File: config.mk
export PLATFORM = sky130hd
export DESIGN_NAME = core_bus_arb
export DESIGN_NICKNAME = d
export VERILOG_FILES = /design/src/rtl/core_bus_arb_pkg.sv /design/src/rtl/core_bus_arb_outst_cnt.sv /design/src/rtl/core_bus_arb.sv
export SDC_FILE = /design/constraint.sdc
export NUM_CORES = 1
export LEC_CHECK = 0
export ABC_AREA = 1
export BUFFER_PORTS_ARGS = -buffer_cell sky130_fd_sc_hd__buf_2
export CAP_MARGIN = 5
export CORE_AREA = 2 2 124 126
export CTS_BUF_LIST = sky130_fd_sc_hd__clkbuf_16
export CTS_CLUSTER_DIAMETER = 40
export CTS_CLUSTER_SIZE = 10
export DETAILED_ROUTE_END_ITERATION = 10
export DIE_AREA = 0 0 126 128
export GPL_TIMING_DRIVEN = 0
export PLACE_DENSITY_LB_ADDON = 0.15
export SYNTH_ARGS = -nofsm -noshare
export SYNTH_HDL_FRONTEND = slang
export SYNTH_SLANG_ARGS = --single-unit
File: constraint.sdc
create_clock -name clk -period 2.2 [get_ports clk]
set_input_delay 0.44 -clock clk [delete_from_list [all_inputs] [get_ports clk]]
set_output_delay 0.44 -clock clk [all_outputs]
set_load 0.05 [all_outputs]
File: src/rtl/core_bus_arb_pkg.sv
// -----------------------------------------------------------------------------
// core_bus_arb_pkg
// Shared definitions for the two-master (fetch/data) bus arbiter:
//   - default values for the starvation limit and outstanding-strobe limit
//   - arb_state_t, the arbiter FSM state type
//   - grant encodings and a helper mapping a state to its one-hot grant
// No ports; imported by core_bus_arb and bus_outst_cnt.
// -----------------------------------------------------------------------------
package core_bus_arb_pkg;

  localparam int unsigned STARVE_LIMIT_DEF = 8;
  localparam int unsigned MAX_OUTST_DEF    = 7;

  typedef enum logic [1:0] {
    IDLE  = 2'b00,
    OWN_F = 2'b01,
    OWN_D = 2'b10
  } arb_state_t;

  localparam logic [1:0] GRANT_NONE = 2'b00;
  localparam logic [1:0] GRANT_F    = 2'b01;
  localparam logic [1:0] GRANT_D    = 2'b10;

  function automatic logic [1:0] grant_of(input arb_state_t s);
    case (s)
      OWN_F:   return GRANT_F;
      OWN_D:   return GRANT_D;
      default: return GRANT_NONE;
    endcase
  endfunction

endpackage

File: src/rtl/core_bus_arb_outst_cnt.sv
// -----------------------------------------------------------------------------
// bus_outst_cnt
// Counts strobes accepted by the shared slave that have not been acknowledged.
// Ports:
//   clk, rst     clock, synchronous active-low reset (count -> 0)
//   inc          a strobe was accepted this cycle
//   dec          an ack arrived this cycle
//   count        current number of strobes in flight
//   full         count has reached MAX_OUTST
// An ack with nothing in flight is dropped so the count never wraps below 0.
// inc and dec together leave the count unchanged.
// -----------------------------------------------------------------------------
module bus_outst_cnt
  import core_bus_arb_pkg::*;
#(
  parameter int unsigned MAX_OUTST = MAX_OUTST_DEF
) (
  input  logic                           clk,
  input  logic                           rst,
  input  logic                           inc,
  input  logic                           dec,
  output logic [$clog2(MAX_OUTST+1)-1:0] count,
  output logic                           full
);

  localparam int unsigned   CW      = $clog2(MAX_OUTST + 1);
  localparam logic [CW-1:0] CNT_MAX = CW'(MAX_OUTST);

  logic [CW-1:0] count_q, count_d;
  logic          inc_eff, dec_eff;

  // Guard both ends: the top never strobes when full, but a stray ack at
  // zero is a real slave behaviour we must tolerate.
  assign dec_eff = dec && (count_q != '0);
  assign inc_eff = inc && (count_q != CNT_MAX);

  always_comb begin
    count_d = count_q;
    if (inc_eff && !dec_eff) begin
      count_d = count_q + CW'(1);
    end else if (dec_eff && !inc_eff) begin
      count_d = count_q - CW'(1);
    end
  end

  always_ff @(posedge clk) begin
    if (!rst) begin
      count_q <= '0;
    end else begin
      count_q <= count_d;
    end
  end

  assign count = count_q;
  assign full  = (count_q == CNT_MAX);

endmodule

File: src/rtl/core_bus_arb.sv
// -----------------------------------------------------------------------------
// core_bus_arb
// Arbitrates a fetch master (f_*) and a data master (d_*) onto one pipelined
// shared slave (s_*). Data wins simultaneous requests, except that a fetch
// request refused for STARVE_LIMIT consecutive cycles wins the next IDLE.
// Ports:
//   clk, rst                          clock, synchronous active-low reset
//   f_cyc/f_stb/f_we/f_adr/f_dat_mo/f_sel   fetch request in
//   f_ack/f_stall/f_dat_so            fetch response out
//   d_*                               same for the data master
//   s_cyc/s_stb/s_we/s_adr/s_dat_mo/s_sel   shared slave request out
//   s_ack/s_stall/s_dat_so            shared slave response in
//   grant                             01 fetch, 10 data, 00 none
// Handshake: a strobe transfers on any cycle where stb=1 and stall=0; each
// transferred strobe is answered by exactly one ack, in order. The owner's
// request passes through combinationally and s_ack reaches it the same cycle.
// The owner releases the bus only when its cyc is low and nothing is in flight;
// the arbiter then spends one cycle in IDLE before granting again.
// While rst is low every output is 0 except the two stalls, which read 1.
// -----------------------------------------------------------------------------
module core_bus_arb
  import core_bus_arb_pkg::*;
#(
  parameter int unsigned STARVE_LIMIT = STARVE_LIMIT_DEF,
  parameter int unsigned MAX_OUTST    = MAX_OUTST_DEF
) (
  input  logic        clk,
  input  logic        rst,
  input  logic        f_cyc,
  input  logic        f_stb,
  input  logic        f_we,
  input  logic [31:0] f_adr,
  input  logic [31:0] f_dat_mo,
  input  logic [3:0]  f_sel,
  output logic        f_ack,
  output logic        f_stall,
  output logic [31:0] f_dat_so,
  input  logic        d_cyc,
  input  logic        d_stb,
  input  logic        d_we,
  input  logic [31:0] d_adr,
  input  logic [31:0] d_dat_mo,
  input  logic [3:0]  d_sel,
  output logic        d_ack,
  output logic        d_stall,
  output logic [31:0] d_dat_so,
  output logic        s_cyc,
  output logic        s_stb,
  output logic        s_we,
  output logic [31:0] s_adr,
  output logic [31:0] s_dat_mo,
  output logic [3:0]  s_sel,
  input  logic        s_ack,
  input  logic        s_stall,
  input  logic [31:0] s_dat_so,
  output logic [1:0]  grant
);

  localparam int unsigned   SW         = $clog2(STARVE_LIMIT + 1);
  localparam int unsigned   CW         = $clog2(MAX_OUTST + 1);
  localparam logic [SW-1:0] STARVE_MAX = SW'(STARVE_LIMIT);

  arb_state_t    state_q, state_d;
  logic [SW-1:0] starve_q, starve_d;

  logic [CW-1:0] outst_count;
  logic          outst_full;
  logic          outst_busy;

  logic          own_f, own_d;
  logic          owner_cyc, owner_stb;

  // Ownership is masked by rst so every output falls to its reset value
  // during the reset cycle itself, not one cycle later.
  assign own_f      = rst && (state_q == OWN_F);
  assign own_d      = rst && (state_q == OWN_D);
  assign outst_busy = (outst_count != '0);

  // ---------------------------------------------------------------------------
  // Request path: owner -> shared slave
  // ---------------------------------------------------------------------------
  always_comb begin
    owner_cyc = 1'b0;
    owner_stb = 1'b0;
    s_we      = 1'b0;
    s_adr     = '0;
    s_dat_mo  = '0;
    s_sel     = '0;
    if (own_f) begin
      owner_cyc = f_cyc;
      owner_stb = f_stb;
      s_we      = f_we;
      s_adr     = f_adr;
      s_dat_mo  = f_dat_mo;
      s_sel     = f_sel;
    end else if (own_d) begin
      owner_cyc = d_cyc;
      owner_stb = d_stb;
      s_we      = d_we;
      s_adr     = d_adr;
      s_dat_mo  = d_dat_mo;
      s_sel     = d_sel;
    end
  end

  // s_cyc stays up after the owner drops cyc until its last ack returns.
  assign s_cyc = (own_f || own_d) && (owner_cyc || outst_busy);
  assign s_stb = owner_cyc && owner_stb && !outst_full;

  // ---------------------------------------------------------------------------
  // Response path: shared slave -> owner only
  // ---------------------------------------------------------------------------
  assign f_ack    = own_f && s_ack;
  assign f_stall  = !own_f || s_stall || outst_full;
  assign f_dat_so = own_f ? s_dat_so : '0;

  assign d_ack    = own_d && s_ack;
  assign d_stall  = !own_d || s_stall || outst_full;
  assign d_dat_so = own_d ? s_dat_so : '0;

  assign grant = rst ? grant_of(state_q) : GRANT_NONE;

  // ---------------------------------------------------------------------------
  // Outstanding strobe counter
  // ---------------------------------------------------------------------------
  bus_outst_cnt #(
    .MAX_OUTST (MAX_OUTST)
  ) u_outst_cnt (
    .clk   (clk),
    .rst   (rst),
    .inc   (s_stb && !s_stall),
    .dec   (s_ack),
    .count (outst_count),
    .full  (outst_full)
  );

  // ---------------------------------------------------------------------------
  // Arbitration FSM and fetch starvation counter
  // ---------------------------------------------------------------------------
  always_comb begin
    state_d = state_q;
    case (state_q)
      IDLE: begin
        if (f_cyc && (starve_q == STARVE_MAX)) begin
          state_d = OWN_F;
        end else if (d_cyc) begin
          state_d = OWN_D;
        end else if (f_cyc) begin
          state_d = OWN_F;
        end
      end
      OWN_F: begin
        if (!f_cyc && !outst_busy) begin
          state_d = IDLE;
        end
      end
      OWN_D: begin
        if (!d_cyc && !outst_busy) begin
          state_d = IDLE;
        end
      end
      default: state_d = IDLE;
    endcase

    // Counts cycles a pending fetch request goes without the bus.
    starve_d = '0;
    if (f_cyc && (state_q != OWN_F)) begin
      starve_d = (starve_q == STARVE_MAX) ? starve_q : starve_q + SW'(1);
    end
  end

  always_ff @(posedge clk) begin
    if (!rst) begin
      state_q  <= IDLE;
      starve_q <= '0;
    end else begin
      state_q  <= state_d;
      starve_q <= starve_d;
    end
  end

endmodule

==> run_results.csv, run 1 <==
group,metric,value,unit
place,port_buffers,318,
logic_synthesis,synth_cells,275,
layout,fin_nets,785,
die,die_area,16100,um2
worst_hold_path,hold_path_depth,1,
die,ios,319,
power,p_sw,1630,uW
logic_synthesis,synth_top_family_by_area,"compound AO/OA/AOI/OAI gates",
global_route,grt_pass1_vias,2926,
power,power_density,706,nW/um2
critical_path,cp-startpoint,"state_q[1]$_SDFFE_PN0P_",
layout,nFillCells,1668,
timing,finalCritPeriodShare,95.7,%
timing,hold_viol,0,
critical_path,worstReg2RegEnd,"u_outst_cnt.count[2]$_SDFFE_PN0P_",
layout,utilization,26.3,%
routing,drt_first_pass_iters,4,
logic_synthesis,ys_seq_area_share,10.6,%
critical_path,required,2320,ps
critical_path,cp-end-kind,"register",
power,ir_drop,0.202,mV
global_route,grt_max_degree,11,
timing,finalMaxSlewViolations,0,
place,placed_area,3530,um2
timing,whs,475,ps
clock_network,cts-root-buf,"clkbuf_16",
logic_synthesis,synth.mux.area_fraction,0,%
clock_network,cts_tree,"yes",
power,seqPwrFrac,8.9,%
die,rows,45,
timing,setup_viol,0,
power,p_int,1130,uW
place,post-place-ws,-229,ps
place,gp_congestion,0.837,
critical_path,cp_max_fo,7,
timing,period_minus_slack,2110,ps
layout,area_delta_synth_final,130,%
worst_hold_path,min_path_type,"register to register",
power,power.leakage,0.00246,uW
routing,drc,0,
job,maxCapViolCount,0,
logic_synthesis,yosys.area_share.xor_xnor,1.03,%
global_route,grt_pass1_wl,16.5,mm
logic_synthesis,synthSimpleGateAreaFrac,25.8,%
global_route,globalRouteTotalUtil,13.0,%
logic_synthesis,synthAdderAreaFrac,3.38,%
routing,wl,12.1,mm
critical_path,rrSetupSlack,90,ps
die,fp.dieH,128,um
routing,vias_per_cell,4.10,
die,initial_core_util,11.4,%
place,dpl.hpwl,10.2,mm
logic_synthesis,syn_nets,457,
routing,drt-wirelength-per-cell,15.3,um
logic_synthesis,syn_area,1700,um2
routing,vias,3240,
power,p_comb_share,79.7,%
critical_path,cp-start-kind,"register",
global_route,grt_overflow,0,
timing,max_freq,0.475,GHz
layout,fin_area,3920,um2
timing,relSlewSlack,70.7,%
clock_network,numCtsBuffers,3,
timing,skew,2.86,ps
timing,fin_ws,94.1,ps
timing,rsz0062_at_grt,"true",
critical_path,reg2reg_depth,13,
logic_synthesis,yosys_warnings,0,
power,power_frac_clock,11.3,%
layout,drive_gt1_share,59.8,%
place,dp.cells,781,
logic_synthesis,synth-compound-area-share,39.7,%
timing,tightest_slew,437,ps
outcome,status,"completed",
power,switching_share,59.1,%
clock_network,clock_sinks,9,
logic_synthesis,synth_cell_types,25,
critical_path,critPathKind,"register to register",
critical_path,timing.rr.start,"state_q[1]$_SDFFE_PN0P_",
critical_path,critical_path_arrival,2220,ps
logic_synthesis,avgSynthCellArea,6.19,um2
layout,instances_no_fill,791,
global_route,antenna_found_initial,0,
clock_network,clkTransAtPathRegs,40,ps
routing,drt_iter0_drc,94,
clock_network,clock_latency,230,ps
clock_network,htreeDepth,1,
critical_path,crit_path_end,"u_outst_cnt.count[2]$_SDFFE_PN0P_",
logic_synthesis,synth_seq_cells,9,
die,core,14900,um2
die,die_x,126,um
routing,final_antenna_net_count,0,
clock_network,cts_buffer_depth,2,
## worst min path at each step
stage | startpoint | endpoint | slack [ps]
6_report | starve_q[3]$_SDFFE_PN0P_ | starve_q[3]$_SDFFE_PN0P_ | 480
3_5_place_dp | starve_q[3]$_SDFFE_PN0P_ | starve_q[3]$_SDFFE_PN0P_ | 470
3_3_place_gp | starve_q[0]$_SDFFE_PN0P_ | starve_q[0]$_SDFFE_PN0P_ | 470
5_1_grt | starve_q[3]$_SDFFE_PN0P_ | starve_q[3]$_SDFFE_PN0P_ | 500
4_1_cts | starve_q[3]$_SDFFE_PN0P_ | starve_q[3]$_SDFFE_PN0P_ | 480
2_1_floorplan | starve_q[3]$_SDFFE_PN0P_ | starve_q[3]$_SDFFE_PN0P_ | 440
## sequential cells by signal (all words and copies together), names as in the netlist
| signal | flops |
|---|---|
| u_outst_cnt.count | 3 |
| state_q | 2 |
| starve_q | 4 |
## synthesized netlist by cell type, drive strengths merged
cell type / instances / area share, %
buf: 15 / 6.9
clkbuf: 6 / 1.3
nand4: 1 / 0.37
xor2: 1 / 0.51
nand3: 13 / 4.1
fa: 1 / 1.2
inv: 51 / 11
nand2: 13 / 3.2
a21boi: 1 / 0.44
a21oi: 5 / 1.5
dfxtp: 9 / 11
a22o: 69 / 36
ha: 3 / 2.2
nor2: 77 / 18
xnor2: 1 / 0.51
nor3: 2 / 0.59
o21ai: 7 / 2.3
## layer usage
| metal | up-vias | track usage (%) | wire, um |
|---|---|---|---|
| met4 | 0 | 1.10 | 19 |
| met5 | - | 0 | 0 |
| met3 | 2 | 2.30 | 974 |
| li1 | 1584 | - | - |
| met1 | 1460 | 16.5 | 4940 |
| met2 | 194 | 23.7 | 6180 |
## kinds of logic after synthesis
kind of cell	count (synthesis)
compound gates	82
xor+xnor	2
fa+ha+maj	4
buf+inv	72
flops	9
simple gates	106
## what timing repair did
action,4_1_cts,5_1_grt
pin swaps,1,6
setup buffers,2,4
cloned,0,0
hold buffers,0,0
gates resized for setup,69,27
endpoints found under the setup margin,72,69
## placed cells by master (no fill, tap or decap), types with 2 or more instances in the layout
cell type	instances
buf_2	244
buf_4	77
nor2_1	74
a22o_1	69
inv_1	48
clkbuf_4	13
nand3_1	11
nand2_1	10
dfxtp_1	7
o21ai_0	5
a21oi_1	5
buf_6	4
clkbuf_1	4
inv_2	3
clkbuf_16	3
nand2_2	2
nor2_4	2
nand3_2	2
nor3_1	2
ha_1	2
dfxtp_2	2
## worst max-delay path, cell delays in order (launching register included)
cell and delay [ps]:
dfxtp_2 330, inv_2 50, nor2_4 190, nand2_8 110
o21ai_4 170, nand3_2 120, nor2_2 120, ha_2 170
inv_1 60, fa_2 330, nand2_1 80, nand3_2 60
o21ai_1 130, a21oi_1 50
## power by group through the flow
stage | sequential, uW | clock [uW] | combinational (uW)
floorplan | 236 | 0 | 1480
global placement | 243 | 0 | 2050
detailed placement | 243 | 0 | 2040
CTS | 242 | 323 | 2170
global route | 257 | 333 | 2330
finish | 247 | 313 | 2200
## through the flow
step	TNS (ps)	power, uW
finish	0	2760
global route	-233	2920
CTS	0	2740
detailed placement	-1820	2280
global placement	-2430	2290
floorplan	0	1710
## layout make-up
class                   instances  area [um2]  share of cell area [%]
diodes                          1        2.50                  0.0639
plain buffers                  20         155                    3.96
clock buffers                   3        75.1                    1.92
clock inverters                 1        3.75                  0.0958
inverters                      51         194                    4.95
multi-input cells             194        1230                    31.4
flip-flops and latches          9         183                    4.66
well taps                     188         235                    6.01
repair buffers                324        1840                    46.9
Power figures use the tool's default switching activity.
==> run 2, diff against run 1 <==
CELL_PAD_IN_SITES_DETAIL_PLACEMENT = 1   (was unset)
CELL_PAD_IN_SITES_GLOBAL_PLACEMENT = 1   (was unset)
==> run_results.csv, run 2 (synthesis gave the netlist of run 1 again) <==
group,metric,value,unit
critical_path,cp-end-kind,"primary output",
routing,drt_first_pass_iters,4,
critical_path,critical_path_arrival,1680,ps
critical_path,cp_max_fo,10,
worst_hold_path,min_to,"starve_q[0]$_SDFFE_PN0P_",
clock_network,htreeDepth,1,
layout,antenna_cells,0,
place,gp_congestion,0.813,
timing,skew,1.38,ps
clock_network,clock_latency,230,ps
routing,vias_per_cell,4.15,
global_route,globalRouteTotalUtil,14.5,%
timing,max_freq,0.471,GHz
critical_path,critPathKind,"register to primary output",
global_route,grt_overflow,0,
die,core,14900,um2
routing,drt_iter0_drc,86,
routing,drt-wirelength-per-cell,16.3,um
clock_network,cts_hold_buffers,0,
timing,finalMaxSlewViolations,0,
routing,drc,0,
routing,final_antenna_net_count,0,
job,maxCapViolCount,0,
clock_network,cts-root-buf,"clkbuf_16",
clock_network,clkTransAtPathRegs,40,ps
worst_hold_path,hold_path_depth,1,
layout,most-common-layout-cells,"buf_2 (279), nor2_1 (74), a22o_1 (69), inv_1 (47), clkbuf_4 (30)",
critical_path,required,1760,ps
layout,area_delta_synth_final,124,%
layout,largest_register,"starve_q",
timing,relSlewSlack,70.1,%
place,dpl.hpwl,11.2,mm
global_route,grt_pass1_vias,3459,
worst_hold_path,min_from,"starve_q[0]$_SDFFE_PN0P_",
die,ios,319,
outcome,status,"completed",
worst_hold_path,min_path_type,"register to register",
clock_network,cts_buffer_depth,2,
die,initial_core_util,11.4,%
die,die_x,126,um
clock_network,cts_tree,"yes",
power,power_density,716,nW/um2
power,power.leakage,0.00245,uW
place,dp.cells,781,
routing,wl,12.8,mm
critical_path,cp-start-kind,"register",
routing,vias,3267,
global_route,antenna_found_initial,0,
power,ir_drop,0.402,mV
critical_path,reg2reg_depth,15,
place,port_buffers,318,
critical_path,rrSetupSlack,90,ps
die,fp.dieH,128,um
layout,layout_commonest_cell,"buf_2",
critical_path,worstReg2RegEnd,"u_outst_cnt.count[2]$_SDFFE_PN0P_",
layout,instances_no_fill,787,
die,die_area,16100,um2
layout,largest_reg_flops,4,
global_route,grt_max_degree,11,
critical_path,timing.rr.start,"state_q[1]$_SDFFE_PN0P_",
clock_network,numCtsBuffers,3,
clock_network,clock_sinks,9,
layout,fin_nets,782,
timing,tightest_slew,449,ps
layout,drive_gt1_share,59.8,%
die,rows,45,
timing,whs,483,ps
timing,rsz0062_at_grt,"true",
timing,hold_viol,0,
global_route,grt_pass1_wl,18.7,mm
timing,finalCritPeriodShare,96.4,%
timing,period_minus_slack,2120,ps
timing,setup_viol,0,
run 2: cell types whose count changed in the layout (fill, tap and decap cells not counted):
cell and change:
nand2_4 +1, clkbuf_1 -1, diode_2 -1, dfxtp_1 +1
buf_2 +35, buf_4 -56, clkbuf_2 +1, buf_12 +1
inv_1 -1, clkinv_2 +1, nand2_8 -1, dfxtp_2 -1
clkbuf_4 +17
run 2: report_power, final:
group | internal [uW] | switching (uW)
registers | 204 | 44.4
clock network | 240 | 82.3
logic | 637 | 1520
total | 1080 | 1650
run 2: per-layer routing:
metal	wire length (um)	global-route usage, %
met5	0	0
met4	54	1.03
met3	987	3.13
met2	6680	27.6
met1	5100	17.2
run 2: through the flow:
stage	instance area [um2]	setup TNS (ps)	power, uW	setup slack [ps]	utilization (%)
floorplan	1700	0	1710	175	-
global placement	3530	-399	2290	-266	23.7
detailed placement	3530	-558	2310	-364	23.7
CTS	3680	0	2700	22.8	24.8
global route	3810	-42.2	2890	-42.2	25.6
finish	3810	0	2730	78.3	25.6
run 2: worst max-delay path: stages (launching register included):
cell	delay [ps]
dfxtp_1	310
inv_2	80
nand2_2	80
nor2_4	140
buf_8	120
buf_12	120
buf_4	160
a22o_1	140
buf_2	280
run 2: layout make-up:
type | count | area [um2]
clock buffers | 3 | 75.1
multi-input cells | 194 | 1220
fillers | 1937 | 11100
inverters | 51 | 194
plain buffers | 20 | 159
repair buffers | 321 | 1740
flip-flops and latches | 9 | 181
clock inverters | 1 | 5.00
well taps | 188 | 235
run 2: timing repair:
item                       4_1_cts  5_1_grt
gates resized for setup         21       39
pin swaps                        0        6
setup endpoints to repair       69       27
setup buffers                    1        2
run 2: worst max path at each step:
| stage | from | end | slack [ps] | cells past startpoint |
|---|---|---|---|---|
| global route | state_q[1]$_SDFFE_PN0P_ | u_outst_cnt.count[2]$_SDFFE_PN0P_ | -40 | 15 |
| global placement | rst | u_outst_cnt.count[2]$_SDFFE_PN0P_ | -270 | 15 |
| floorplan | rst | u_outst_cnt.count[2]$_SDFFE_PN0P_ | 170 | 14 |
| detailed placement | rst | u_outst_cnt.count[2]$_SDFFE_PN0P_ | -360 | 15 |
| CTS | state_q[1]$_SDFFE_PN0P_ | u_outst_cnt.count[2]$_SDFFE_PN0P_ | 20 | 13 |
| finish | state_q[1]$_SDFFE_PN0P_ | s_dat_mo[20] | 80 | 8 |
==> run 3, diff against run 2 <==
PLACE_DENSITY = 0.72   (was unset)
PLACE_DENSITY_LB_ADDON = unset   (was 0.15)
==> run_results.csv, run 3 (synthesis gave the netlist of run 1 again) <==
group,metric,value,unit
clock_network,clock_sinks,9,
critical_path,crit_path_frequent_cell,"buf_4",
global_route,grt_pass1_vias,3181,
timing,finalMaxSlewViolations,0,
timing,relSlewSlack,71.8,%
layout,layout_commonest_cell,"buf_2",
routing,drt_iter0_drc,111,
routing,drt-wirelength-per-cell,17.0,um
routing,final_antenna_net_count,0,
global_route,grt_pass1_wl,18.4,mm
global_route,grt_overflow,0,
worst_hold_path,min_path_type,"register to register",
die,initial_core_util,11.4,%
timing,skew,1.67,ps
layout,largest_register,"starve_q",
critical_path,cp-end-kind,"primary output",
timing,whs,495,ps
routing,drc,0,
timing,setup_viol,0,
die,ios,319,
die,core,14900,um2
routing,drt_first_pass_iters,4,
clock_network,cts_tree,"yes",
place,dp.cells,781,
power,power_density,723,nW/um2
power,total_power,2770,uW
power,ir_drop,0.311,mV
layout,drive_gt1_share,60.4,%
clock_network,htreeDepth,1,
timing,max_freq,0.468,GHz
outcome,status,"completed",
layout,fin_nets,784,
critical_path,slowest_delay,310,ps
clock_network,clock_latency,240,ps
layout,area_delta_synth_final,125,%
timing,period_minus_slack,2140,ps
routing,vias_per_cell,4.18,
layout,utilization,25.8,%
timing,rsz0062_at_grt,"true",
place,gp_congestion,0.810,
timing,tightest_slew,424,ps
die,die_x,126,um
layout,instances_no_fill,790,
routing,vias,3303,
die,die_area,16100,um2
critical_path,slowest_stage,"dfxtp_1",
clock_network,clkTransAtPathRegs,40,ps
place,dpl.hpwl,11.4,mm
critical_path,required,1760,ps
critical_path,critical_path_arrival,1700,ps
global_route,grt_max_degree,11,
place,port_buffers,318,
timing,hold_viol,0,
layout,most-common-layout-cells,"buf_2 (271), nor2_1 (74), a22o_1 (69), buf_4 (52), inv_1 (48)",
die,rows,45,
critical_path,cp_max_fo,10,
timing,finalCritPeriodShare,97.2,%
layout,largest_reg_flops,4,
critical_path,critPathKind,"register to primary output",
clock_network,cts_buffer_depth,2,
job,maxCapViolCount,0,
routing,wl,13.4,mm
clock_network,numCtsBuffers,3,
power,power.leakage,0.00247,uW
critical_path,cp-start-kind,"register",
die,fp.dieH,128,um
critical_path,cp_cell_sequence,"inv_2 -> nand2_4 -> nor2_4 -> buf_8 -> buf_12 -> buf_4 -> a22o_1 -> buf_4",
clock_network,cts-root-buf,"clkbuf_16",
timing,finalSetupTns,0,ps
global_route,antenna_found_initial,1,
global_route,globalRouteTotalUtil,14.8,%
-- run 3: layer usage --
| layer | part of all wire [%] | track usage, % | vias to the layer above |
|---|---|---|---|
| li1 | - | - | 1581 |
| met1 | 42 | 19.6 | 1540 |
| met2 | 49 | 25.8 | 172 |
| met3 | 7.9 | 2.75 | 8 |
| met4 | 0.60 | 1.75 | 2 |
| met5 | 0.097 | 0 | - |
-- run 3: timing repair --
item	4_1_cts	5_1_grt
setup endpoints to repair	71	15
gates resized for setup	50	26
hold buffers	0	0
pin swaps	1	4
setup buffers	2	2
-- run 3: layout make-up --
cell class | instances | area, um2
multi-input combinational | 194 | 1230
inverter | 51 | 194
clock buffer | 3 | 75.1
timing repair buffer | 322 | 1760
buffer | 21 | 156
sequential | 9 | 181
tap | 188 | 235
antenna | 1 | 2.50
fill | 1983 | 11000
clock inverter | 1 | 3.75
-- run 3: through the flow --
stage	worst slack [ps]	cell area (um2)
floorplan	175	1700
global placement	-281	3530
detailed placement	-317	3530
CTS	21.2	3760
global route	-103	3830
finish	61.5	3830
-- run 3: final timing paths --
| kind | from | slack (ps) | depth (start not counted) | to |
|---|---|---|---|---|
| max | state_q[1]$_SDFFE_PN0P_ | 60 | 8 | s_dat_mo[12] |
| min | starve_q[3]$_SDFFE_PN0P_ | 490 | 1 | starve_q[3]$_SDFFE_PN0P_ |
| max reg2reg | state_q[1]$_SDFFE_PN0P_ | 70 | 15 | u_outst_cnt.count[2]$_SDFFE_PN0P_ |
| min reg2reg | starve_q[3]$_SDFFE_PN0P_ | 490 | 1 | starve_q[3]$_SDFFE_PN0P_ |
-- run 3: report_power, final --
group	switching (uW)	leakage [uW]	internal, uW	total, uW
Sequential	45.3	0.0000740	204	250
Clock	85.1	0.0000423	238	323
Combinational	1540	0.00236	662	2200
-- run 3: worst max-delay path, delay by kind of cell (launching register included) --
kind	cells	cell delay, ps
AOI/OAI and AO/OA	1	210
DFF	1	310
buffers and inverters	5	720
and+or+nand+nor	2	210
